File: src/rtl/cv32e40x_pkg.sv
// cv32e40x_pkg: shared types, funct3 constants and multiply decode for the issue path
package cv32e40x_pkg;

    typedef enum logic [0:0] {
        MUL_M32 = 1'b0,
        MUL_H   = 1'b1
    } mul_opcode_e;

    typedef struct packed {
        mul_opcode_e operator;
        logic [1:0]  signed_mode;
        logic [31:0] op_a;
        logic [31:0] op_b;
    } mul_issue_entry_t;

    localparam logic [2:0] FUNCT3_MUL    = 3'b000;
    localparam logic [2:0] FUNCT3_MULH   = 3'b001;
    localparam logic [2:0] FUNCT3_MULHSU = 3'b010;
    localparam logic [2:0] FUNCT3_MULHU  = 3'b011;

    // signed_mode bit0 marks op_a signed, bit1 marks op_b signed
    function automatic mul_issue_entry_t mul_decode(input logic [2:0] funct3,
                                                    input logic [31:0] op_a,
                                                    input logic [31:0] op_b);
        mul_issue_entry_t e;
        e.operator    = (funct3 == FUNCT3_MUL) ? MUL_M32 : MUL_H;
        e.signed_mode = (funct3 == FUNCT3_MULH)   ? 2'b11 :
                        (funct3 == FUNCT3_MULHSU) ? 2'b01 : 2'b00;
        e.op_a        = op_a;
        e.op_b        = op_b;
        return e;
    endfunction

endpackage

File: src/rtl/cv32e40x_mul_issue_fifo.sv
// cv32e40x_mul_issue_fifo: circular DEPTH-entry FIFO of issue entries with synchronous flush
module cv32e40x_mul_issue_fifo
    import cv32e40x_pkg::*;
#(
    parameter int DEPTH = 2
) (
    input  logic             clk,
    input  logic             rst_n,
    input  logic             flush,
    input  logic             push,
    input  logic             pop,
    input  mul_issue_entry_t wdata,
    output mul_issue_entry_t rdata,
    output logic [1:0]       count
);

    localparam int PW = (DEPTH > 1) ? $clog2(DEPTH) : 1;

    mul_issue_entry_t mem [DEPTH];
    logic [PW-1:0]    rptr;
    logic [PW-1:0]    wptr;

    // with DEPTH=1 the wrap compare always hits, pinning the pointers at 0
    function automatic logic [PW-1:0] inc(input logic [PW-1:0] p);
        return (p == PW'(DEPTH - 1)) ? '0 : p + 1'b1;
    endfunction

    always_ff @(posedge clk or negedge rst_n) begin
        if (!rst_n) begin
            rptr  <= '0;
            wptr  <= '0;
            count <= '0;
            for (int i = 0; i < DEPTH; i++) mem[i] <= '0;
        end else if (flush) begin
            rptr  <= '0;
            wptr  <= '0;
            count <= '0;
        end else begin
            if (push) begin
                mem[wptr] <= wdata;
                wptr      <= inc(wptr);
            end
            if (pop) rptr <= inc(rptr);
            count <= count + 2'(push) - 2'(pop);
        end
    end

    assign rdata = mem[rptr];

endmodule

File: src/rtl/cv32e40x_mul_issue.sv
// cv32e40x_mul_issue: buffers decoded multiply instructions from ID and presents the
// head entry, held stable until popped, to the EX-stage multiplier.
module cv32e40x_mul_issue
    import cv32e40x_pkg::*;
#(
    parameter int DEPTH = 2
) (
    input  logic        clk,
    input  logic        rst_n,
    input  logic        in_valid_i,
    output logic        in_ready_o,
    input  logic [2:0]  in_funct3_i,
    input  logic [31:0] in_op_a_i,
    input  logic [31:0] in_op_b_i,
    output logic        in_illegal_o,
    input  logic        halt_i,
    input  logic        kill_i,
    output logic        mul_valid_o,
    output mul_opcode_e mul_operator_o,
    output logic [1:0]  mul_signed_mode_o,
    output logic [31:0] mul_op_a_o,
    output logic [31:0] mul_op_b_o,
    output logic        mul_halt_o,
    output logic        mul_kill_o,
    input  logic        mul_ready_i,
    output logic [1:0]  count_o
);

    mul_issue_entry_t head;
    logic             push;
    logic             pop;

    // ready depends only on occupancy and kill, never on mul_ready_i
    assign in_ready_o   = (count_o < 2'(DEPTH)) && !kill_i;
    assign in_illegal_o = in_valid_i && in_funct3_i[2];
    assign push         = in_valid_i && in_ready_o && !in_funct3_i[2];
    assign pop          = mul_valid_o && mul_ready_i && !halt_i && !kill_i;

    cv32e40x_mul_issue_fifo #(
        .DEPTH (DEPTH)
    ) u_fifo (
        .clk   (clk),
        .rst_n (rst_n),
        .flush (kill_i),
        .push  (push),
        .pop   (pop),
        .wdata (mul_decode(in_funct3_i, in_op_a_i, in_op_b_i)),
        .rdata (head),
        .count (count_o)
    );

    assign mul_valid_o       = (count_o != 2'd0);
    assign mul_operator_o    = head.operator;
    assign mul_signed_mode_o = head.signed_mode;
    assign mul_op_a_o        = head.op_a;
    assign mul_op_b_o        = head.op_b;
    assign mul_halt_o        = halt_i;
    assign mul_kill_o        = kill_i;

endmodule

File: config.mk
export PLATFORM = sky130hd
export DESIGN_NAME = cv32e40x_mul_issue
export DESIGN_NICKNAME = d
export VERILOG_FILES = /design/src/rtl/cv32e40x_pkg.sv /design/src/rtl/cv32e40x_mul_issue_fifo.sv /design/src/rtl/cv32e40x_mul_issue.sv
export SDC_FILE = /design/constraint.sdc
export NUM_CORES = 1
export LEC_CHECK = 0
export BUFFER_PORTS_ARGS = -buffer_cell sky130_fd_sc_hd__buf_2
export CAP_MARGIN = 30
export CORE_ASPECT_RATIO = 0.9
export CORE_UTILIZATION = 40
export DETAILED_ROUTE_END_ITERATION = 12
export PLACE_DENSITY = 0.63
export RECOVER_POWER = 25
export SETUP_SLACK_MARGIN = 0.05
export SYNTH_ARGS = -nofsm -noshare
export SYNTH_HDL_FRONTEND = slang
export SYNTH_HIERARCHICAL = 1
export SYNTH_SLANG_ARGS = --single-unit
File: constraint.sdc
create_clock -name clk -period 2.14 [get_ports clk]
set_input_delay 0.428 -clock clk [delete_from_list [all_inputs] [get_ports clk]]
set_output_delay 0.428 -clock clk [all_outputs]
set_load 0.05 [all_outputs]
==> run_results.csv <==
group,metric,value,unit
logic_synthesis,yosys.area_share.simple,1.755,%
sta,min_period_over_period,96.28,%
logic_synthesis,yosys_warnings,6,
route,dr.first_iter.drc_count,107,
pwr,leakage,3.829,nW
pwr,seqPwrFrac,37.3,%
global_routing,antenna_found_initial,1,
sta,finalMaxSlewViolations,0,
job,maxCapViolations,0,
cells_and_area,insertedDiodeCount,0,
pwr,p_switching,3.079,mW
logic_synthesis,avgSynthCellArea,15.70,µm²
route,num_vias,3689,
worst_setup_path,path_class,"reg2out",
global_routing,grt-ovfl-total,0,
placement,pre_cts_slack,0.08320,ns
placement,dpl_cell_area,7083,µm²
sta,min_period,2.060,ns
route,wirelength,12730,µm
logic_synthesis,ys_ff_latch,138,
worst_setup_path,worst-path-max-fanout,16,
die,fp.dieH,118.8,µm
cells_and_area,layout_common_cells,"mux2_2, dfrtp_1, buf_2",
outcome,status,"complete, no violations",
clock_network,cts_max_path_buffers,2,
die,initial_core_util,41.04,%
logic_synthesis,yosysUniqueCellTypes,21,
cells_and_area,fin_cells,756,
placement,hpwlAfterDp,8113,µm
sta,worst_pin_slew,0.9341,ns
cells_and_area,areaGrowthSynthToFinish,30.50,%
pwr,combPwrFrac,32.6,%
pwr,vdd_drop_max,0.8173,mV
logic_synthesis,syn_inst,386,
clock_network,cts_buffers,17,
worst_setup_path,worstPathArrival,1.63,ns
clock_network,htreeDepth,4,
global_routing,grt_max_degree,55,
die,die_w,131.7,µm
die,die_area,15650,µm²
sta,fin_tns_setup,0,ns
worst_setup_path,critPathRequiredTime,1.71,ns
logic_synthesis,muxShareOfSynthArea,37.35,%
logic_synthesis,synthXorXnorAreaFrac,0.8053,%
die,rows,42,
pwr,p_int,5.954,mW
placement,gp_congestion,0.7172,
pwr,total_power,9.033,mW
sta,max_freq,0.4854,GHz
route,route.detailed.drc,0,
cells_and_area,fillers,1264,
die,io_pins,147,
logic_synthesis,synth_compound_area_share,0,%
cells_and_area,drive_above_1_share,65.77,%
worst_setup_path,startpoint_type,"flop",
sta,rsz0062_at_grt,"yes",
sta,slew_headroom,37.73,%
placement,dpl.cell_count,717,
clock_network,clock_latency,0.41,ns
clock_network,cts_sinks,138,
worst_setup_path,cp-end-kind,"output pin",
sta,worst_slack,0.07966,ns
cells_and_area,layout.nets,620,
pwr,sw_frac_of_total,34.09,%
logic_synthesis,yosysSeqAreaShare,56.99,%
global_routing,grtUsageTotal,16.48,%
sta,setup_viol,0,
clock_network,clkTransAtPathRegs,0.06,ns
worst_setup_path,worstPathCellList,"buf_12, clkbuf_16, mux2_2, buf_2",
route,wl_per_cell,16.84,µm
global_routing,grt_pass1_vias,3978,
placement,port_buffers,146,
global_routing,grt_pass1_wl,20020,µm
clock_network,cts_tree,"built",
cells_and_area,layout_commonest_cell,"mux2_2",
logic_synthesis,yosys.area_share.adder,0.4130,%
pwr,p_per_area,1142,nW/µm²
worst_hold_path,hold_class,"in2reg",
cells_and_area,final_area,7908,µm²
worst_setup_path,max_stage_delay,0.38,ns
route,first_pass_iters,4,
clock_network,cts_root_buf,"clkbuf_16",
worst_setup_path,crit_path_top_delay_cell,"dfrtp_2",
logic_synthesis,synth_nets,461,
route,antenna_left,0,
sta,fin_skew,0.008168,ns
logic_synthesis,syn_area,6060,µm²
die,coreArea,14770,µm²
route,drt-vias-per-instance,4.880,
sta,hold_violations,0,
logic_synthesis,synth_top_family_by_area,"multiplexers",
pwr,p_clk_share,30.1,%
[power groups by stage]
stage | Combinational (mW) | Sequential [mW] | Clock, mW
finish | 2.95 | 3.37 | 2.72
global route | 3.10 | 3.44 | 2.90
CTS | 2.72 | 3.37 | 2.80
detailed placement | 2.71 | 3.41 | 0
global placement | 2.67 | 3.37 | 0
floorplan | 2.14 | 3.33 | 0
[cell usage after synthesis (all sizes together)]
master | number | area share [%]
and2 | 1 | 0.12
and3 | 1 | 0.10
buf | 23 | 2.5
clkbuf | 1 | 0.062
dfrtp | 138 | 57
ha | 2 | 0.41
inv | 2 | 0.12
mux2 | 201 | 37
nand3b | 1 | 0.33
nor2 | 6 | 0.37
nor2b | 1 | 0.10
nor3b | 2 | 0.33
nor4b | 1 | 0.14
or2 | 1 | 0.14
or3 | 1 | 0.10
xnor2 | 3 | 0.43
xnor3 | 1 | 0.37
[per-stage QoR]
step / utilization, % / hold slack (ns)
global placement: 47.97 / 0.4103
CTS: 51.77 / 0.2275
floorplan: - / 0.1324
global route: 53.55 / 0.2329
detailed placement: 47.97 / 0.4268
finish: 53.55 / 0.2501
[cell type report]
class                      instances  area, µm²  area share [%]
sequential                       138       3456           43.70
multi-input combinational        222       2465           31.17
timing repair buffer             164       1180           14.92
clock buffer                      25      485.5           6.139
tap                              198      247.7           3.133
clock inverter                     7      66.31          0.8386
inverter                           2      7.507         0.09494
[state kept, by name, summed over array words and instances (netlist names)]
name,cells
u_fifo/mem,134
u_fifo/wptr,1
u_fifo/rptr,1
u_fifo/count,2
[logic make-up after synthesis]
group         after synthesis
fa+ha+maj                   2
xor+xnor                    4
buf+inv                    26
flops                     138
mux                       201
simple gates               15
[worst paths after layout]
check	from	endpoint	slack (ns)	cells past startpoint
max	u_fifo/rptr	mul_op_b_o[31]	0.08	4
min	in_op_a_i[1]	u_fifo/mem[100]	0.25	2
max reg2reg	u_fifo/count[1]	u_fifo/mem[80]	0.23	4
min reg2reg	u_fifo/mem[87]	u_fifo/mem[87]	0.48	1
max in group asynchronous	rst_n	u_fifo/mem[88]	0.30	3
min in group asynchronous	rst_n	u_fifo/mem[0]	0.53	2
[metal layers]
layer  track usage, %  routed length (µm)
met1            20.06                5546
met2            26.65                6158
met3            6.435                 845
met4            5.523                 168
met5                0                  13
[repair_timing]
item / in CTS / in global routing
hold buffers: 1 / 0
buffers inserted: 0 / 3
pin swaps: 0 / 0
gates resized for setup: 0 / 135
setup endpoints to repair: 32 / 66
cloned: 0 / 3
hold endpoints to repair: 49 / 0
[worst max-delay path, delay by kind of cell, from the launching register on]
family / cells / cell delay (ns)
muxes: 1 / 0.34
DFF: 1 / 0.38
buffers and inverters: 3 / 0.51
No activity file was read; power rests on OpenSTA's default activity.
